### config.mk
export PLATFORM = sky130hd
export DESIGN_NAME = instruction_fetch_unit
export DESIGN_NICKNAME = d
export VERILOG_FILES = /design/src/rtl/processor_pkg.sv /design/src/rtl/fetch_buffer.sv /design/src/rtl/instruction_fetch_unit.sv
export SDC_FILE = /design/constraint.sdc
export NUM_CORES = 1
export LEC_CHECK = 0
export BUFFER_PORTS_ARGS = -buffer_cell sky130_fd_sc_hd__buf_2
export CAP_MARGIN = 0
export CORE_MARGIN = 2
export CORE_UTILIZATION = 50
export DETAILED_ROUTE_END_ITERATION = 12
export GPL_ROUTABILITY_DRIVEN = 0
export MAX_ROUTING_LAYER = met4
export PLACE_DENSITY = 0.84
export SYNTH_ARGS = -nofsm -noshare
export SYNTH_HDL_FRONTEND = slang
export SYNTH_SLANG_ARGS = --single-unit
### constraint.sdc
create_clock -name clock -period 5.2 [get_ports clock]
set_clock_uncertainty 0.15 [all_clocks]
set_input_delay 0.26 -clock clock [delete_from_list [all_inputs] [get_ports clock]]
set_output_delay 0.26 -clock clock [all_outputs]
set_load 0.01 [all_outputs]
### src/rtl/processor_pkg.sv
// processor_pkg: constants and types shared by the processor front end.
package processor_pkg;
    localparam int INSTR_WIDTH = 16;
    localparam logic [15:0] NOP_INSTR = 16'h0000;
    localparam logic [15:0] RESET_PC_DEFAULT = 16'h0000;
    typedef enum logic [1:0] {IDLE, REQ, WAIT} fetch_state_t;
endpackage

### src/rtl/fetch_buffer.sv
// fetch_buffer: shallow FIFO of {addr, word} with the head always at index 0; flush beats push.
module fetch_buffer #(
    parameter int DEPTH = 1,
    parameter int WIDTH = 32
) (
    input  logic             clock,
    input  logic             reset,
    input  logic             push,
    input  logic             pop,
    input  logic             flush,
    input  logic [WIDTH-1:0] din,
    output logic [WIDTH-1:0] head,
    output logic             full,
    output logic             empty
);
    localparam int CW = $clog2(DEPTH + 1);
    logic [WIDTH-1:0] entries [DEPTH];
    logic [WIDTH-1:0] shifted [DEPTH];
    logic [CW-1:0] count;
    int wr_idx;
    always_comb begin
        for (int i = 0; i < DEPTH; i++) shifted[i] = entries[i];
        for (int i = 0; i < DEPTH - 1; i++) shifted[i] = entries[i + 1];
        wr_idx = int'(count) - (pop ? 1 : 0);
    end
    always_ff @(posedge clock or negedge reset)
        if (!reset) count <= '0;
        else if (flush) count <= '0;
        else count <= count + CW'(push) - CW'(pop);
    // Payload needs no reset: count alone decides what is visible.
    always_ff @(posedge clock)
        for (int i = 0; i < DEPTH; i++)
            if (push && wr_idx == i) entries[i] <= din;
            else if (pop) entries[i] <= shifted[i];
    assign head = entries[0];
    assign full = count == CW'(DEPTH);
    assign empty = count == '0;
endmodule

### src/rtl/instruction_fetch_unit.sv
// instruction_fetch_unit: owns the PC, runs the memory read handshake, redirects and squashes on branches.
// Define FETCH_PREFETCH_EN for a 2-entry prefetch buffer; otherwise a single entry is used.
module instruction_fetch_unit
    import processor_pkg::*;
#(
    parameter int ADDR_WIDTH = 16,
    parameter logic [ADDR_WIDTH-1:0] RESET_PC = ADDR_WIDTH'(RESET_PC_DEFAULT)
) (
    input  logic                  clock,
    input  logic                  reset,
    output logic [ADDR_WIDTH-1:0] memAddr,
    output logic                  memReadEn,
    input  logic                  memReady,
    input  logic [15:0]           memData,
    output logic [15:0]           instruction,
    output logic                  instrValid,
    input  logic                  decodeReady,
    input  logic                  branchTaken,
    input  logic [ADDR_WIDTH-1:0] branchTarget,
    output logic [ADDR_WIDTH-1:0] fetchPC
);
`ifdef FETCH_PREFETCH_EN
    localparam int DEPTH = 2;
`else
    localparam int DEPTH = 1;
`endif
    localparam int EW = ADDR_WIDTH + INSTR_WIDTH;
    fetch_state_t state;
    logic [ADDR_WIDTH-1:0] addr, target;
    logic squash, full, empty, push, pop, space;
    logic [EW-1:0] head;
    assign pop = !empty && decodeReady;
    assign space = !full || pop;
    assign push = state == WAIT && memReady && !squash && !branchTaken;
    assign memAddr = addr;
    assign memReadEn = state == WAIT || (state == REQ && space);
    assign instrValid = !empty;
    assign instruction = empty ? NOP_INSTR : head[INSTR_WIDTH-1:0];
    assign fetchPC = empty ? addr : head[EW-1:INSTR_WIDTH];
    fetch_buffer #(.DEPTH(DEPTH), .WIDTH(EW)) u_buf (
        .clock(clock),
        .reset(reset),
        .push(push),
        .pop(pop),
        .flush(branchTaken),
        .din({addr, memData}),
        .head(head),
        .full(full),
        .empty(empty)
    );
    // A request already on the bus is never withdrawn: a branch then parks its target until the read drains.
    always_ff @(posedge clock or negedge reset)
        if (!reset) begin
            state <= IDLE;
            addr <= RESET_PC;
            target <= RESET_PC;
            squash <= 1'b0;
        end else
            case (state)
                IDLE: begin
                    state <= REQ;
                    if (branchTaken) addr <= branchTarget;
                end
                REQ:
                    if (space) begin
                        state <= WAIT;
                        if (branchTaken) begin
                            squash <= 1'b1;
                            target <= branchTarget;
                        end
                    end else if (branchTaken) addr <= branchTarget;
                WAIT:
                    if (memReady) begin
                        state <= REQ;
                        squash <= 1'b0;
                        addr <= branchTaken ? branchTarget : squash ? target : addr + 1'b1;
                    end else if (branchTaken) begin
                        squash <= 1'b1;
                        target <= branchTarget;
                    end
                default: state <= IDLE;
            endcase
endmodule

==> impl_metrics.csv, run 1 <==
group,metric,value,unit
outcome,status,"finished clean",
yosys,ys_types,48,
cells_and_area,antennaDiodeCount,0,
yosys,synth-xor-area-share,2.40,%
floorplanning,die_h,85.0,um
sta,maxSlewHeadroom,30.7,%
floorplanning,ios,87,
clock_tree,cts-root-buf,"clkbuf_8",
yosys,synth_top_area_share,29.3,%
power,power,2.22,mW
floorplanning,initial_core_util,51.7,%
clock_tree,cts_resized,0,
yosys,synth_area_leaders,"edfxtp_1, dfrtp_1, mux2_2",
critical_path,crit_required,5.07,ns
drt,first_pass_iters,5,
clock_tree,clk_pin_slew,0.07,ns
yosys,syn_area_per_cell,11.6,um2
yosys,yosysMostFrequentCell,"dfrtp_1",
yosys,yosys.area_share.simple,14.8,%
yosys,synth_top_family_by_area,"simple AND/OR/NAND/NOR gates",
global_routing,grt_pass1_vias,2462,
clock_tree,cts_tree,"built",
global_routing,antenna_found_initial,0,
power,ir_worst_vdd,261,uV
sta,finalHoldViolCount,0,
yosys,ys.flop_type,"dfrtp_1",
critical_path,crit_fanout,21,
sta,max_freq,0.349,GHz
floorplanning,die_area,7230,um2
critical_path,crit_chain,"or3b_1 > nor2_1 > and3_1 > buf_4",
yosys,synth_compound_area_share,11.5,%
sta,setup-violations-final,0,
yosys,async_reset_ff_share,52.9,%
yosys,synth_nets,321,
clock_tree,clock_latency,0.34,ns
drt,vias_per_cell,5.64,
critical_path,startpoint_type,"flop",
power,leakage,1.73,nW
yosys,yosys_register_bits,68,
placement,dp_hpwl,5.04,mm
critical_path,r2r_start,"state[1]",
cells_and_area,fillerInstances,458,
placement,port_buffers,86,
worst_hold_path,hold_class,"input port to flop",
drt,vias,2623,
critical_path,crit_start,"state[1]",
power,p_per_area,539,nW/um2
global_routing,grt_max_degree,37,
clock_tree,cts_buffers,9,
yosys,syn_inst,283,
critical_path,crit_family,"simple AND/OR/NAND/NOR gates",
floorplanning,row_count,29,
yosys,synth_warnings,0,
sta,fin_setup_tns,0,ns
sta,rsz0062_at_grt,"false",
run,maxCapViolCount,0,
critical_path,crit_type,"flop to flop",
global_routing,grt_usage,22.3,%
yosys,synth-seq-area-share,56.7,%
drt,drt_iter0_markers,192,
drt,ant_nets,0,
global_routing,grt_first_pass_wirelength,12.1,mm
yosys,syn_area,3280,um2
critical_path,crit_path_end_kind,"flop",
clock_tree,clk_path_buf_depth,2,
drt,wl_per_cell,16.3,um
yosys,yosysTopAreaCell,"edfxtp_1",
sta,tightest_slew,1.04,ns
yosys,yosys.area_share.adder,0.381,%
drt,wl,7.57,mm
clock_tree,h-tree-depth,3,
critical_path,max_stage_delay,0.67,ns
sta,hold_slack,0.0209,ns
critical_path,worstPathArrival,2.74,ns
yosys,synth_edf_count,32,
sta,drv_slew,0,
sta,period_needed,2.87,ns
global_routing,grt_overflow,0,
yosys,synth.area.mux_share,10.9,%
floorplanning,coreArea,6350,um2
sta,fin_crit_sh,55.1,%
clock_tree,clock_sinks,68,
critical_path,cp_num_buf_inv,1,
cells_and_area,drive_gt1_share,36.3,%
cells_and_area,finalNetCount,421,
floorplanning,fp.dieW,85.0,um
cells_and_area,area_growth,25.7,%
drt,drc,0,
critical_path,slowest_stage,"or3b_1",
yosys,ys_top_cells_by_count,"dfrtp_1, edfxtp_1, mux2_2, nand2_1, nor2_1",
worst_hold_path,holdCritStartpoint,"branchTarget[5]",
-- logic make-up after synthesis --
family | after synthesis
compound gates | 57
simple gates | 97
buf+inv | 19
mux | 32
xor+xnor | 9
fa+ha+maj | 1
flops | 68
-- power breakdown --
part / switching (mW) / internal [mW] / total, mW
logic: 0.407 / 0.371 / 0.778
clock network: 0.190 / 0.315 / 0.505
registers: 0.207 / 0.733 / 0.940
total: 0.805 / 1.42 / 2.22
-- layer usage --
metal	share of wire, %	GRT usage, %
met5	0	-
met4	2.3	8.80
met3	7.1	5.16
met2	48	34.7
met1	42	28.4
-- cell usage in the layout, fill, tap and decap left out, drive strengths merged, types with 5 or more instances in the layout --
cell	n
buf	88
dfrtp	36
edfxtp	32
mux2	31
nand2	30
nor2	20
and2	17
dlygate4sd3	17
o21ai	16
a21oi	15
clkbuf	10
nand3	9
o211ai	6
xor2	5
o22ai	5
-- what timing repair did --
action                                  CTS  global route
endpoints found under the setup margin    0             0
buffers inserted                          0             0
hold endpoints to repair                 52             0
hold buffers                             17             0
-- layout make-up --
type	instances	area [um2]	area share, %
sequential	68	1860	45.1
multi-input combinational	196	1310	31.8
timing repair buffer	105	616	14.9
clock buffer	10	128	3.09
clock inverter	6	103	2.49
tap	77	96.3	2.33
inverter	3	11.3	0.273
-- per-stage QoR --
stage / worst slack [ns] / area (um2) / utilization, % / std cells
final: 2.33 / 4130 / 65.0 / 465
after global routing: 2.15 / 4130 / 65.0 / 465
after CTS: 2.32 / 4130 / 65.0 / 465
after detailed placement: 2.39 / 3730 / 58.7 / 432
after global placement: 2.45 / 3730 / 58.7 / 432
after floorplan: 2.78 / 3280 / - / 283
-- worst register-to-register path, delay by kind of cell (launching register included) --
kind	cells	cell delay, ns
buffers and inverters	1	0.39
flip-flops	1	0.45
AND/OR/NAND/NOR	3	1.56
-- sequential cells by signal, summed over array words and instances (netlist names) --
signal,count
memAddr,16
squash,1
state,2
target,16
u_buf.entries,32
u_buf.full,1
-- path summary, 6_finish.rpt --
| kind | to | slack (ns) | cells after the start |
|---|---|---|---|
| worst max register to register | u_buf.entries[0][15] | 2.33 | 4 |
| max in group asynchronous | memAddr[2] | 3.93 | 2 |
| min in group asynchronous | memAddr[5] | 0.45 | 2 |
| worst min-delay path | target[5] | 0.02 | 2 |
| worst min register to register | target[5] | 0.35 | 1 |
| worst max-delay path | u_buf.entries[0][15] | 2.33 | 4 |
No activity file was read; power rests on OpenSTA's default activity.
==> run 2, diff against run 1 <==
Settings changed: CORE_UTILIZATION 50 to 47, PLACE_DENSITY 0.84 to 0.83.
Clock period 5.2 ns to 2.5 ns, I/O delays scaled along.
==> run 2 against run 1 <==
  * Wire length grew 6.7%
  * Sequential cell count unchanged
  * Non-clock buffer count is 23 higher
  * Sequential power increased by 100%
  * Sequential share of layout area shrank 2.6 points
  * Core utilization is 0.55 points lower
  * Critical path type is now input port to flop
  * Critical endpoint is now memAddr[12]
  * Largest cell class unchanged
  * Largest power group unchanged
==> impl_metrics.csv, run 2 (synthesized netlist as in run 1, its figures left out) <==
group,metric,value,unit
outcome,status,"finished clean",
global_routing,grt_first_pass_wirelength,12.9,mm
cells_and_area,largest_register_ffs,32,
clock_tree,h-tree-depth,3,
cells_and_area,area_growth,33.4,%
floorplanning,die_h,87.6,um
sta,setup-violations-final,0,
power,leakage,1.82,nW
placement,dpl_worst_slack,0.528,ns
drt,drc,0,
critical_path,worstPathArrival,2.12,ns
sta,tightest_slew,0.823,ns
power,ir_worst_vdd,356,uV
sta,rsz0062_at_grt,"false",
sta,hold_slack,0.295,ns
floorplanning,coreArea,6790,um2
critical_path,r2r_setup_slack,0.50,ns
placement,dp_hpwl,5.23,mm
cells_and_area,antennaDiodeCount,0,
floorplanning,ios,87,
clock_tree,cts_buffers,9,
drt,first_pass_iters,4,
critical_path,crit_type,"input port to flop",
critical_path,crit_start,"decodeReady",
global_routing,antenna_found_initial,0,
clock_tree,cts_tree,"built",
clock_tree,cts-root-buf,"clkbuf_8",
clock_tree,clock_latency,0.35,ns
power,power,4.66,mW
sta,drv_slew,0,
sta,maxSlewHeadroom,45.1,%
placement,place_area,3790,um2
cells_and_area,finalNetCount,444,
critical_path,r2r-end,"memAddr[12]",
floorplanning,row_count,30,
drt,drt_iter0_markers,203,
cells_and_area,final_common_cell,"buf_2",
sta,fin_setup_tns,0,ns
sta,finalHoldViolCount,0,
placement,port_buffers,86,
worst_hold_path,hold_class,"input port to async pin",
drt,wl,8.08,mm
cells_and_area,top_register,"u_buf.entries",
critical_path,crit_end,"memAddr[12]",
clock_tree,clock_sinks,68,
cells_and_area,layout_common_cells,"buf_2, dlygate4sd3_1, dfrtp_1",
sta,fin_crit_sh,81.2,%
global_routing,grt_overflow,0,
clock_tree,clk_pin_slew,0.07,ns
power,p_per_area,1060,nW/um2
drt,wl_per_cell,15.9,um
clock_tree,cts_resized,0,
sta,post-route-worst-setup-slack,0.470,ns
clock_tree,cts_setup_buffers,0,
floorplanning,fp.dieW,87.6,um
drt,vias_per_cell,5.37,
sta,max_freq,0.493,GHz
critical_path,crit_fanout,17,
critical_path,crit_path_end_kind,"flop",
floorplanning,initial_core_util,48.3,%
sta,period_needed,2.03,ns
cells_and_area,stdcell_area,4380,um2
critical_path,crit_required,2.59,ns
global_routing,grt_max_degree,37,
global_routing,grt_pass1_vias,2700,
drt,vias,2722,
critical_path,ff2ff_path_depth,4,
drt,ant_nets,0,
critical_path,startpoint_type,"input port",
critical_path,r2r_start,"state[1]",
clock_tree,clk_path_buf_depth,2,
cells_and_area,drive_gt1_share,36.0,%
run,maxCapViolCount,0,
floorplanning,die_area,7670,um2
global_routing,grt_usage,22.8,%
run 2: changes by cell type in the layout (fill, tap and decap cells not counted):
cell	previous run	this run
clkbuf_1	1	0
clkinv_2	1	0
clkinvlp_4	0	2
bufinv_16	3	2
clkinv_1	2	0
buf_4	2	5
buf_12	0	1
dlygate4sd3_1	17	36
clkinv_4	0	3
run 2: worst min path at each step:
stage / startpoint / end / slack [ns] / cells past startpoint
finish: reset / memAddr[7] / 0.29 / 2
global route: memData[12] / u_buf.entries[0][12] / 0.34 / 2
CTS: reset / memAddr[15] / 0.28 / 2
detailed placement: reset / memAddr[7] / 0.11 / 1
global placement: reset / memAddr[5] / 0.10 / 1
floorplan: reset / memAddr[0] / -0.32 / 0
run 2: area by class of cell:
class / instances / area (um2)
repair buffers: 128 / 848
multi-input cells: 196 / 1310
well taps: 96 / 120
fillers: 501 / 2420
inverters: 3 / 11.3
clock inverters: 7 / 101
flip-flops and latches: 68 / 1860
clock buffers: 9 / 124
run 2: through the flow:
step	util, %	std cells
2_1_floorplan	-	283
3_3_place_gp	55.8	455
3_5_place_dp	55.8	455
4_1_cts	64.4	507
5_1_grt	64.4	507
6_report	64.4	507
run 2: timing repair:
item                                    CTS  global route
hold buffers                             36             0
hold endpoints to repair                 82             0
endpoints found under the setup margin    0             0
run 2: layer usage:
layer / track usage [%] / vias up / wire length (um)
li1: - / 1284 / -
met1: 27.0 / 1316 / 3420
met2: 36.8 / 106 / 4040
met3: 5.47 / 16 / 463
met4: 10.6 / 0 / 155
met5: - / - / 0
run 2: critical path: stages:
cell	delay, ns
dlygate4sd3_1	0.53
buf_2	0.11
nand2b_2	0.19
nand2_1	0.17
a32o_1	0.63
and4_1	0.30
nor3_1	0.05
run 2: report_power, final:
group	switching, mW	internal, mW	leakage [nW]
combinational	0.924	0.819	1.00
clock	0.440	0.566	0.106
sequential	0.388	1.53	0.710
total	1.75	2.91	1.82
==> run 3, diff against run 2 <==
Settings changed: CORE_UTILIZATION 47 to 50, PLACE_DENSITY 0.83 to 0.84.
Clock period 2.5 ns to 2.13 ns, I/O delays scaled along.
==> run 3 against run 2 <==
  * Sequential share of layout area barely moved
  * Sequential power rose by 17%
  * Die area fell by 5.7%
  * Register-to-register slack got worse by 0.24 ns
  * Wire length rose by 1.8%
  * Core utilization rose by 4.5 points
  * Final area barely moved
  * Critical path depth did not move
  * Non-clock buffer count rose by 3
  * Highest routed layer unchanged
==> impl_metrics.csv, run 3 (synthesized netlist as in run 1, its figures left out) <==
group,metric,value,unit
clock_tree,clock_sinks,68,
clock_tree,clock_latency,0.34,ns
clock_tree,cts_tree,"built",
cells_and_area,final_common_cell,"buf_2",
worst_hold_path,hold_class,"input port to async pin",
drt,wl_per_cell,16.8,um
drt,ant_nets,0,
critical_path,crit_start,"decodeReady",
drt,drt_iter0_markers,202,
placement,port_buffers,86,
cells_and_area,fillerInstances,439,
clock_tree,holdBufCountCts,36,
cells_and_area,finalNetCount,447,
sta,tightest_slew,0.806,ns
cells_and_area,drive_gt1_share,36.5,%
clock_tree,clk_path_buf_depth,2,
cells_and_area,largest_register_ffs,32,
sta,rsz0062_at_grt,"false",
clock_tree,cts_setup_buffers,0,
cells_and_area,antennaDiodeCount,0,
sta,maxSlewHeadroom,46.3,%
drt,drc,0,
placement,dp_hpwl,5.24,mm
cells_and_area,final_core_util,69.0,%
floorplanning,die_h,85.0,um
critical_path,r2r_start,"state[1]",
clock_tree,cts_resized,0,
sta,period_needed,1.93,ns
global_routing,grt_first_pass_wirelength,13.4,mm
critical_path,crit_required,2.20,ns
sta,setup-violations-final,0,
critical_path,crit_chain,"dlygate4sd3_1 > buf_2 > nand2b_2 > nand2_1 > o22ai_2 > nand2_2 > mux2_2",
clock_tree,cts-root-buf,"clkbuf_8",
critical_path,worstPathArrival,2.00,ns
global_routing,grt_max_degree,37,
cells_and_area,top_register,"u_buf.entries",
placement,dp.cells,439,
drt,vias,2744,
global_routing,grt_usage,24.2,%
critical_path,crit_type,"input port to flop",
global_routing,antenna_found_initial,0,
floorplanning,die_area,7230,um2
floorplanning,fp.dieW,85.0,um
drt,first_pass_iters,4,
power,p_per_area,1250,nW/um2
cells_and_area,area_growth,33.5,%
critical_path,crit_path_end_kind,"flop",
floorplanning,ios,87,
critical_path,crit_fanout,17,
power,ir_worst_vdd,716,uV
sta,hold_slack,0.261,ns
critical_path,startpoint_type,"input port",
cells_and_area,final_cells,491,
sta,fin_crit_sh,90.5,%
floorplanning,initial_core_util,51.7,%
drt,vias_per_cell,5.59,
global_routing,grt_pass1_vias,2744,
floorplanning,coreArea,6350,um2
cells_and_area,layout_common_cells,"buf_2, dlygate4sd3_1, dfrtp_1",
critical_path,max_stage_delay,0.53,ns
clock_tree,h-tree-depth,3,
run,maxCapViolCount,0,
drt,wl,8.23,mm
global_routing,grt_overflow,0,
critical_path,cp_num_buf_inv,2,
outcome,status,"finished clean",
floorplanning,row_count,29,
sta,max_freq,0.519,GHz
critical_path,crit_family,"simple AND/OR/NAND/NOR gates",
sta,fin_setup_tns,0,ns
critical_path,slowest_stage,"dlygate4sd3_1",
sta,finalHoldViolCount,0,
power,leakage,1.84,nW
sta,drv_slew,0,
clock_tree,clk_pin_slew,0.07,ns
clock_tree,cts_buffers,9,
run 3: changes by cell type in the layout (fill, tap and decap cells not counted):
cell / change
clkinvlp_4: -2
buf_12: +1
buf_4: +2
clkinv_1: +1
and3_1: -1
and3_2: +1
clkinv_4: -1
clkinv_2: +2
run 3: final cells by class:
class / count / area [um2] / area share, %
multi-input combinational: 196 / 1310 / 30.0
clock inverter: 7 / 91.3 / 2.09
inverter: 3 / 11.3 / 0.257
sequential: 68 / 1860 / 42.5
tap: 77 / 96.3 / 2.20
timing repair buffer: 131 / 883 / 20.2
clock buffer: 9 / 124 / 2.83
run 3: metrics by stage:
stage	setup WS [ns]	cell area (um2)	power [mW]
after global routing	0.131	4380	5.81
final	0.202	4380	5.48
after CTS	0.245	4380	5.45
after global placement	0.332	3800	4.17
after floorplan	0.0514	3280	3.52
after detailed placement	0.284	3800	4.24
run 3: metal layers:
metal	vias to the layer above	part of all wire [%]	wire (um)	GRT usage, %
li1	1284	-	-	-
met1	1328	43	3550	30.3
met2	117	49	4010	37.9
met3	15	6.4	527	5.35
met4	0	1.6	131	10.8
met5	-	0	0	-
run 3: where the power goes:
group          switching (mW)  leakage (nW)  internal (mW)
logic                    1.10          1.02          0.996
clock network           0.495         0.111          0.655
registers               0.443         0.710           1.79
run 3: final timing paths:
path / to / cells past startpoint / slack (ns)
min in group clock: u_buf.entries[0][8] / 2 / 0.32
worst max register to register: memAddr[13] / 5 / 0.26
worst max-delay path: target[10] / 7 / 0.20
worst min register to register: target[3] / 1 / 0.36
max in group asynchronous: target[10] / 2 / 1.04
worst min-delay path: memAddr[0] / 2 / 0.26
